## config.mk

```make
export PLATFORM = sky130hd
export DESIGN_NAME = spi_burst_memory
export DESIGN_NICKNAME = d
export VERILOG_FILES = /design/src/rtl/spi_mem_pkg.sv /design/src/rtl/spi_edge_sync.sv /design/src/rtl/spi_burst_memory.sv
export SDC_FILE = /design/constraint.sdc
export NUM_CORES = 1
export LEC_CHECK = 0
export ABC_AREA = 1
export CAP_MARGIN = 10
export CORE_MARGIN = 3
export CORE_UTILIZATION = 37
export DETAILED_ROUTE_END_ITERATION = 10
export PLACE_DENSITY = 0.62
export REMOVE_ABC_BUFFERS = 1
export SKIP_CTS_REPAIR_TIMING = 1
export SLEW_MARGIN = 10
export SYNTH_ARGS = -nofsm -noshare
export SYNTH_HDL_FRONTEND = slang
export SYNTH_SLANG_ARGS = --single-unit
```

## constraint.sdc

```tcl
create_clock -name clk -period 2.55 [get_ports clk]
set_input_delay 0.3825 -clock clk [delete_from_list [all_inputs] [get_ports clk]]
set_output_delay 0.3825 -clock clk [all_outputs]
set_load 0.01 [all_outputs]
```

## src/rtl/spi_mem_pkg.sv

```systemverilog
// Shared definitions for the SPI burst memory.
//   spi_state_e     : frame FSM states
//   RW_READ/WRITE   : encoding of the R/W bit that ends the header
//   sample_on_rise(): maps an SPI mode (CPOL, CPHA) to the sclk edge used for sampling;
//                     the opposite edge is the shift (drive) edge.
package spi_mem_pkg;

   typedef enum logic [2:0] {
      StIdle,
      StHdr,
      StRdLoad,
      StRdShift,
      StWrShift,
      StWrStore
   } spi_state_e;

   localparam logic RW_READ  = 1'b1;
   localparam logic RW_WRITE = 1'b0;

   // Modes 0 and 3 sample on the rising sclk edge; modes 1 and 2 on the falling edge.
   function automatic logic sample_on_rise(input logic cpol, input logic cpha);
      return cpol == cpha;
   endfunction

endpackage

```

## src/rtl/spi_edge_sync.sv

```systemverilog
// Multi-flop synchroniser with rise/fall detection for one asynchronous pin.
// Ports:
//   clk_i, rst_ni : system clock, asynchronous active-low reset
//   async_i       : raw pin
//   level_o       : synchronised level (SyncStages clk after the pin)
//   rise_o/fall_o : single-clk pulses on a synchronised 0->1 / 1->0 transition
module spi_edge_sync #(
   parameter int unsigned SyncStages = 2,
   parameter bit          ResetVal   = 1'b0
) (
   input  logic clk_i,
   input  logic rst_ni,
   input  logic async_i,
   output logic level_o,
   output logic rise_o,
   output logic fall_o
);

   logic [SyncStages-1:0] sync_q, sync_d;
   logic                  prev_q, prev_d;

   always_comb begin
      sync_d = {sync_q[SyncStages-2:0], async_i};
      prev_d = sync_q[SyncStages-1];
   end

   // Reset to the pin's idle level so no spurious edge is seen after reset.
   always_ff @(posedge clk_i or negedge rst_ni) begin
      if (!rst_ni) begin
         sync_q <= {SyncStages{ResetVal}};
         prev_q <= ResetVal;
      end else begin
         sync_q <= sync_d;
         prev_q <= prev_d;
      end
   end

   assign level_o = sync_q[SyncStages-1];
   assign rise_o  = sync_q[SyncStages-1] & ~prev_q;
   assign fall_o  = ~sync_q[SyncStages-1] & prev_q;

endmodule

```

## src/rtl/spi_burst_memory.sv

```systemverilog
// SPI-slave memory with burst access, all four SPI modes, everything on clk.
// Frame: ADDR_W address bits (MSB first), one R/W bit (1 = read), then N data words.
// Optional feature macro SPI_MEM_AUTOINC_EN: when defined the word address increments
// (wrapping) after every word of a burst; otherwise every word uses the header address.
// Ports:
//   clk, reset_n : system clock, asynchronous active-low reset
//   sclk_pin     : SPI clock (asynchronous)
//   cs_pin       : chip select, active low
//   mosi_pin     : serial data in, MSB first
//   miso_pin     : serial data out, MSB first
//   miso_oe      : miso pad drive enable
//   busy         : frame in progress
//   cur_addr     : current word address (debug)
module spi_burst_memory
   import spi_mem_pkg::*;
#(
   parameter int unsigned DATA_W      = 8,
   parameter int unsigned ADDR_W      = 7,
   parameter bit          CPOL        = 1'b0,
   parameter bit          CPHA        = 1'b0,
   parameter int unsigned SYNC_STAGES = 2
) (
   input  logic              clk,
   input  logic              reset_n,
   input  logic              sclk_pin,
   input  logic              cs_pin,
   input  logic              mosi_pin,
   output logic              miso_pin,
   output logic              miso_oe,
   output logic              busy,
   output logic [ADDR_W-1:0] cur_addr
);

`ifdef SPI_MEM_AUTOINC_EN
   localparam bit AutoInc = 1'b1;
`else
   localparam bit AutoInc = 1'b0;
`endif

   localparam int unsigned Depth      = 2 ** ADDR_W;
   localparam int unsigned MaxW       = (ADDR_W > DATA_W) ? ADDR_W : DATA_W;
   localparam int unsigned CntW       = $clog2(MaxW + 1);
   localparam logic        SampleRise = sample_on_rise(CPOL, CPHA);

   // Synchronised pins and edges
   logic sclk_lvl, sclk_rise, sclk_fall;
   logic cs_lvl, cs_rise, cs_fall;
   logic mosi_lvl, mosi_rise, mosi_fall;

   spi_edge_sync #(
      .SyncStages (SYNC_STAGES),
      .ResetVal   (CPOL)
   ) u_sync_sclk (
      .clk_i   (clk),
      .rst_ni  (reset_n),
      .async_i (sclk_pin),
      .level_o (sclk_lvl),
      .rise_o  (sclk_rise),
      .fall_o  (sclk_fall)
   );

   spi_edge_sync #(
      .SyncStages (SYNC_STAGES),
      .ResetVal   (1'b1)
   ) u_sync_cs (
      .clk_i   (clk),
      .rst_ni  (reset_n),
      .async_i (cs_pin),
      .level_o (cs_lvl),
      .rise_o  (cs_rise),
      .fall_o  (cs_fall)
   );

   spi_edge_sync #(
      .SyncStages (SYNC_STAGES),
      .ResetVal   (1'b0)
   ) u_sync_mosi (
      .clk_i   (clk),
      .rst_ni  (reset_n),
      .async_i (mosi_pin),
      .level_o (mosi_lvl),
      .rise_o  (mosi_rise),
      .fall_o  (mosi_fall)
   );

   // Only levels of cs/mosi and the edges of sclk drive the FSM.
   logic unused_sync;
   assign unused_sync = ^{sclk_lvl, cs_rise, cs_fall, mosi_rise, mosi_fall};

   logic sample_evt, shift_evt;
   assign sample_evt = SampleRise ? sclk_rise : sclk_fall;
   assign shift_evt  = SampleRise ? sclk_fall : sclk_rise;

   // State
   spi_state_e        state_q, state_d;
   logic [CntW-1:0]   cnt_q, cnt_d;
   logic [ADDR_W-1:0] hdr_q, hdr_d;
   logic [DATA_W-1:0] sh_q, sh_d;
   logic [ADDR_W-1:0] addr_q, addr_d;
   logic              miso_q, miso_d;
   logic              oe_q, oe_d;
   logic              busy_q, busy_d;

   logic [DATA_W-1:0] mem [Depth];
   logic [DATA_W-1:0] rd_data_q;
   logic [ADDR_W-1:0] addr_next;

   assign addr_next = AutoInc ? addr_q + ADDR_W'(1) : addr_q;

   always_comb begin
      state_d = state_q;
      cnt_d   = cnt_q;
      hdr_d   = hdr_q;
      sh_d    = sh_q;
      addr_d  = addr_q;
      miso_d  = miso_q;
      oe_d    = oe_q;

      unique case (state_q)
         StIdle: begin
            miso_d = 1'b0;
            oe_d   = 1'b0;
            if (!cs_lvl) begin
               state_d = StHdr;
               cnt_d   = '0;
               hdr_d   = '0;
            end
         end
         StHdr: begin
            if (sample_evt) begin
               // The sample after ADDR_W address bits is the R/W bit.
               if (cnt_q == CntW'(ADDR_W)) begin
                  addr_d  = hdr_q;
                  cnt_d   = '0;
                  state_d = (mosi_lvl == RW_READ) ? StRdLoad : StWrShift;
               end else begin
                  hdr_d = {hdr_q[ADDR_W-2:0], mosi_lvl};
                  cnt_d = cnt_q + 1'b1;
               end
            end
         end
         StRdLoad: begin
            // rd_data_q was fetched from addr_d on the transition into this state.
            sh_d    = rd_data_q;
            cnt_d   = '0;
            oe_d    = 1'b1;
            state_d = StRdShift;
         end
         StRdShift: begin
            if (shift_evt) begin
               miso_d = sh_q[DATA_W-1];
               sh_d   = {sh_q[DATA_W-2:0], 1'b0};
               if (cnt_q == CntW'(DATA_W - 1)) begin
                  addr_d  = addr_next;
                  cnt_d   = '0;
                  state_d = StRdLoad;
               end else begin
                  cnt_d = cnt_q + 1'b1;
               end
            end
         end
         StWrShift: begin
            if (sample_evt) begin
               sh_d = {sh_q[DATA_W-2:0], mosi_lvl};
               if (cnt_q == CntW'(DATA_W - 1)) begin
                  cnt_d   = '0;
                  state_d = StWrStore;
               end else begin
                  cnt_d = cnt_q + 1'b1;
               end
            end
         end
         StWrStore: begin
            addr_d  = addr_next;
            state_d = StWrShift;
         end
         default: state_d = StIdle;
      endcase

      // Frame end overrides everything; a full word in StWrStore is still written
      // because the RAM write is keyed on state_q alone.
      if (cs_lvl && (state_q != StIdle)) begin
         state_d = StIdle;
         oe_d    = 1'b0;
         miso_d  = 1'b0;
         if (state_q != StWrStore) begin
            addr_d = addr_q;
         end
      end

      busy_d = (state_d != StIdle);
   end

   always_ff @(posedge clk or negedge reset_n) begin
      if (!reset_n) begin
         state_q <= StIdle;
         cnt_q   <= '0;
         hdr_q   <= '0;
         sh_q    <= '0;
         addr_q  <= '0;
         miso_q  <= 1'b0;
         oe_q    <= 1'b0;
         busy_q  <= 1'b0;
      end else begin
         state_q <= state_d;
         cnt_q   <= cnt_d;
         hdr_q   <= hdr_d;
         sh_q    <= sh_d;
         addr_q  <= addr_d;
         miso_q  <= miso_d;
         oe_q    <= oe_d;
         busy_q  <= busy_d;
      end
   end

   // RAM: not reset; synchronous read addressed by the next address so the
   // word is ready in StRdLoad.
   always_ff @(posedge clk) begin
      if (state_q == StWrStore) begin
         mem[addr_q] <= sh_q;
      end
      rd_data_q <= mem[addr_d];
   end

   assign miso_pin = miso_q;
   assign miso_oe  = oe_q;
   assign busy     = busy_q;
   assign cur_addr = addr_q;

endmodule
```

==> results_dict.tcl, run 1 <==
set metrics [dict create \
    outcome "finished, violations left" \
    violations "negative setup slack" \
    grt_pass1_wl_mm 200 \
    ys_seq_elements 1071 \
    grt_antenna_before_repair 1 \
    period_share_pct 119 \
    ys_types 31 \
    clk_latency_ps 700 \
    syn_to_final_growth_pct 22.9 \
    worstSetupStartpointType "flop" \
    drcViolationCount 0 \
    stdcell_count 6790 \
    track_usage_pct 19.9 \
    rsz0062_at_grt "yes" \
    drive_gt1_share_pct 15.0 \
    end_kind "flop" \
    crit_arrival_ps 3630 \
    dp_cells 6511 \
    worstHoldStart "cs_pin" \
    irDropWorstVdd_mv 0.562 \
    max_freq_ghz 0.329 \
    pre_cts_ws_ps -620 \
    tightest_slew_ps 1080 \
    critPathBufInv 5 \
    setup_ws_ps -491 \
    postSynthAreaPerCell_um2 10.1 \
    period_needed_ps 3040 \
    crit_cells 21 \
    critPathMaxStageDelay_ps 390 \
    max_slew_margin_pct 27.9 \
    first_global_vias 32700 \
    setup_viol 8 \
    reg2regPathDepth 21 \
    power_density_mw_per_mm2 722 \
    fillers 11500 \
    fin_nets 5053 \
    synth_top_cell_area_share_pct 65.0 \
    drtAntennaViolNets 0 \
    synth_area_mm2 0.0473 \
    required_ps 3140 \
    dpl.hpwl_mm 83.9 \
    h-tree-depth 3 \
    cts_tree "built" \
    grt_start_max_net_pins 69 \
    clk_pin_slew_ps 60 \
    start_util_pct 37.5 \
    synth_area_leaders "edfxtp_1 (65%), nand3_1 (11%), nand2_1 (8.9%), inv_1 (8.0%), dfrtp_1 (2.0%)" \
    gr-total-overflow 0 \
    fin_skew_ps 26.9 \
    wl_per_cell_um 20.6 \
    gp_congestion 0.890 \
    synth_top_area_cell "edfxtp_1" \
    hold_viol_final 0 \
    leakage_nw 25.2 \
    vias 34500 \
    synthCells 4701 \
    root_buffer "clkbuf_16" \
    dieArea_mm2 0.132 \
    drtIter0Drc 4342 \
    rows 130 \
    cts_made_buffers 110 \
    post_drt_via_cell_ratio 5.08 \
    max_cap_violations 0 \
    io_pins 15 \
    hold_class "input pin to flop" \
    die_y_um 363 \
    crit_path_frequent_cell "nand3_1" \
    portBuffers 14 \
    cp_top_family "simple AND/OR/NAND/NOR gates" \
    worstPathCellList "ha_2 -> nand2_2 -> nor2_4 -> nand2_2 -> nor2_4 -> buf_6 -> buf_4 -> nand3_4 -> nand2_8 -> buf_4 -> clkbuf_16 -> clkbuf_16 -> nand2_1 -> nand3_1 -> nand3_1 -> nand3_1 -> nand3_2 -> nand3_1 -> nand2_2 -> nand2_1 -> nand2_1" \
    dr.pass1.iters 6 \
    crit_type "flop to flop" \
    r2r-end "rd_data_q[0]" \
    hold_depth 1 \
    crit_slowest_cell "dfrtp_1" \
    totalWireLength_mm 140 \
    yosys_warnings 0 \
    regToRegStartpoint "cnt_q[1]" \
    diodes 0 \
    clock-sinks 1071 \
    finalMaxSlewViolations 0 \
    holdPathEnd "u_sync_cs.sync_q[0]" \
    die_w_um 363 \
    yosysSeqAreaShare_pct 67.5 \
    core_area_mm2 0.126 \
    cp_max_fo 17 \
    regToRegSetupSlack_ps -490 \
    clk_path_buf_depth 3 \
]
cells by family (layout without fill, tap and decap cells):
family	after synthesis	count (layout)	synth area share [%]
compound gates	44	44	0.551
fa+ha+maj	1	1	0.0265
buf+inv	1246	1685	10.5
flops	1071	1071	67.5
simple gates	2339	2339	21.5
cell type report:
class                      count  area (um2)  area share, %
sequential                  1071       31900           54.9
clock inverter                68         694           1.20
multi-input combinational   2384       11200           19.3
clock buffer                 137        2930           5.04
tap                         1650        2060           3.55
inverter                    1010        3800           6.53
timing repair buffer         470        5470           9.42
worst max-delay path by stage:
stage,endpoint,start
after floorplan,rd_data_q[3],cnt_q[1]
after global placement,rd_data_q[3],cnt_q[1]
final,rd_data_q[0],cnt_q[1]
after detailed placement,rd_data_q[3],cnt_q[1]
after global routing,rd_data_q[0],cnt_q[1]
after CTS,rd_data_q[3],cnt_q[1]
Yosys cell counts:
cell type,instances
a2111oi_0,1
a21oi_1,5
a31oi_1,1
and3_1,1
buf_1,7
buf_2,168
buf_4,13
buf_6,3
clkbuf_1,45
clkinv_1,2
dfrtp_1,37
dfstp_2,2
dfxtp_1,8
edfxtp_1,1024
ha_1,1
inv_1,1008
nand2_1,1122
nand2_2,5
nand3_1,1043
nand3_2,3
nand4_1,1
nor2_1,148
nor2_4,2
nor3_1,14
o211ai_1,6
o21a_1,1
o21ai_0,22
o21ai_1,4
o21ai_2,1
o21ai_4,1
o22ai_1,2
report_power, final:
| part | total [mW] | leakage [nW] | internal, mW | switching [mW] |
|---|---|---|---|---|
| clock | 16.4 | 1.78 | 9.52 | 6.85 |
| sequential | 21.2 | 9.85 | 20.5 | 0.701 |
| combinational | 4.34 | 13.5 | 1.28 | 3.06 |
layout by cell type (no fill, tap or decap), drive strengths merged, types with 2 or more instances in the layout:
cell           instances
a21oi                  5
buf                  426
bufinv                14
clkbuf               167
clkdlybuf4s50         13
clkinv                52
clkinvlp               2
dfrtp                 37
dfstp                  2
dfxtp                  8
edfxtp              1024
inv                 1010
nand2               1127
nand3               1046
nor2                 150
nor3                  14
o211ai                 6
o21ai                 28
o22ai                  2
through the flow:
stage	power, mW	instance area (um2)	TNS (ps)	utilization [%]	hold slack, ps
floorplan	23.1	46100	-89600	-	86.9
global placement	25.4	52300	-3940	41.4	335
detailed placement	25.5	52300	-4120	41.4	342
CTS	41.6	55900	-4410	44.3	-133
global route	43.1	58100	-4180	46.0	194
finish	41.9	58100	-3470	46.0	239
sequential cells by signal (all words and copies together), names as in the netlist:
name and count:
mem 1024, rd_data_q 8, sh_q 8, cur_addr 7
hdr_q 7, cnt_q 4, state_q 3, u_sync_cs.sync_q 2
u_sync_mosi.sync_q 2, u_sync_sclk.sync_q 2, busy 1, miso_oe 1
miso_pin 1, u_sync_sclk.prev_q 1
worst register-to-register path, stage by stage, from the launching register on:
cell and delay, ps:
dfrtp_1 390, ha_2 210, nand2_2 80, nor2_4 140
nand2_2 80, nor2_4 180, buf_6 130, buf_4 110
nand3_4 90, nand2_8 100, buf_4 140, clkbuf_16 180
clkbuf_16 190, nand2_1 80, nand3_1 120, nand3_1 90
nand3_1 120, nand3_2 160, nand3_1 140, nand2_2 70
nand2_1 100, nand2_1 60
per-layer routing:
layer	up-vias	GRT usage [%]	wire length, um	part of all wire [%]
li1	15900	-	-	-
met1	16700	27.3	57700	41
met2	1609	32.1	65000	46
met3	288	3.32	12400	8.9
met4	0	6.77	5000	3.6
met5	-	0	0	0
Note: power is estimated with default switching activity, not from simulation.
==> inputs of run 2 (changes only) <==
Settings changed: CTS_CLUSTER_SIZE set to 10.
==> results_dict.tcl, run 2 (synthesized netlist as in run 1, its figures left out) <==
set metrics [dict create \
    track_usage_pct 19.9 \
    mostFrequentLayoutCells "nand2_1 (1101), edfxtp_1 (1024), inv_1 (1005)" \
    p_sw_share_pct 25.4 \
    max_slew_margin_pct 27.6 \
    outcome "finished, violations left" \
    drtIter0Drc 4428 \
    diodes 0 \
    required_ps 3150 \
    drtAntennaViolNets 0 \
    grt_pass1_wl_mm 200 \
    tightest_slew_ps 1090 \
    rows 130 \
    clk_pin_slew_ps 60 \
    fin_skew_ps 43.8 \
    reg_top3 "mem: 1024 flops, rd_data_q: 8 flops, sh_q: 8 flops" \
    worstSetupStartpointType "flop" \
    dpl.hpwl_mm 83.9 \
    portBuffers 14 \
    post_drt_via_cell_ratio 5.07 \
    dieArea_mm2 0.132 \
    crit_arrival_ps 3580 \
    wl_per_cell_um 20.4 \
    power_frac_seq_pct 51.9 \
    clk_path_buf_depth 3 \
    cp_max_fo 7 \
    hold_viol_final 0 \
    core_area_mm2 0.126 \
    p_clk_share_pct 37.5 \
    grt_antenna_before_repair 1 \
    stdcell_count 6763 \
    max_cap_violations 0 \
    io_pins 15 \
    period_share_pct 117 \
    fin_nets 5052 \
    first_global_vias 32700 \
    regToRegSetupSlack_ps -440 \
    vias 34300 \
    cts_made_buffers 119 \
    dp_cells 6511 \
    crit_type "flop to flop" \
    drive_gt1_share_pct 15.4 \
    final_common_cell "nand2_1" \
    dr.pass1.iters 9 \
    max_freq_ghz 0.335 \
    whs_ps 220 \
    power_density_mw_per_mm2 706 \
    intPower_mw 30.5 \
    die_y_um 363 \
    totalWireLength_mm 138 \
    power_mw 40.9 \
    largest-register "mem" \
    gp_congestion 0.890 \
    largest_reg_flops 1024 \
    end_kind "flop" \
    setup_viol 8 \
    die_w_um 363 \
    clock-sinks 1071 \
    setup_ws_ps -435 \
    start_util_pct 37.5 \
    hold_class "input pin to flop" \
    switchingPower_mw 10.4 \
    drcViolationCount 0 \
    clk_latency_ps 720 \
    h-tree-depth 3 \
    grt_start_max_net_pins 69 \
    gr-total-overflow 0 \
    rsz0062_at_grt "yes" \
    pre_cts_ws_ps -620 \
    cts_tree "built" \
    violations "negative setup slack" \
    leakage_nw 25.0 \
    finalMaxSlewViolations 0 \
    syn_to_final_growth_pct 22.6 \
    root_buffer "clkbuf_16" \
    irDropWorstVdd_mv 0.625 \
    comb_power_share_pct 10.6 \
    period_needed_ps 2990 \
]
==> run 2: changes by cell type in the layout (fill, tap and decap cells not counted), sizes merged <==
| cell | before | now |
|---|---|---|
| buf | 426 | 422 |
| bufinv | 14 | 0 |
| clkbuf | 167 | 207 |
| clkinv | 52 | 4 |
| clkinvlp | 2 | 1 |
==> run 2: per-stage QoR <==
step	utilization, %	TNS [ps]	cell area (um2)
after floorplan	-	-89600	46100
after global placement	41.4	-3940	52300
after detailed placement	41.4	-4120	52300
after CTS	44.0	-4420	55600
after global routing	45.9	-4160	58000
final	45.9	-3280	58000
==> run 2: final timing paths <==
path                                           from                  end  cells after the start
worst min register to register  u_sync_cs.sync_q[0]  u_sync_cs.sync_q[1]                      0
worst max register to register             cnt_q[1]         rd_data_q[3]                     21
worst max-delay path                       cnt_q[1]         rd_data_q[3]                     21
worst min-delay path                         cs_pin  u_sync_cs.sync_q[0]                      1
max in group asynchronous                   reset_n              sh_q[3]                      2
min in group asynchronous                   reset_n                 busy                      2
==> run 2: layer usage <==
metal | routed length [um] | track usage [%]
met1 | 57200 | 27.3
met2 | 64200 | 32.3
met3 | 12200 | 3.40
met4 | 4490 | 6.44
met5 | 0 | 0
==> run 2: power by group through the flow <==
stage | clock network, mW | registers, mW | logic (mW)
2_1_floorplan | 0 | 21.7 | 1.39
6_report | 15.3 | 21.2 | 4.35
4_1_cts | 15.6 | 21.2 | 3.90
3_5_place_dp | 0 | 21.6 | 3.90
5_1_grt | 16.2 | 21.2 | 4.62
3_3_place_gp | 0 | 21.6 | 3.86
==> run 2: cell type report <==
class	count	area, um2
inverters	1010	3790
multi-input cells	2384	11600
well taps	1650	2060
clock buffers	183	3280
clock inverters	5	46.3
repair buffers	460	5310
fillers	11500	68300
flip-flops and latches	1071	31900
==> run 2: critical path, stage by stage, from the launching register on <==
cell and delay, ps:
dfrtp_1 370, ha_2 200, nand2_2 80, nor2_4 130, nand2_2 80, nor2_4 220
nand2_4 120, buf_12 160, nand2_4 50, o21ai_4 80, buf_12 150, buf_12 130
buf_16 140, buf_4 140, nand3_1 70, nand3_1 140, nand3_1 140, nand3_2 130
nand3_1 130, nand2_2 80, nand2_1 60, nand2_1 60
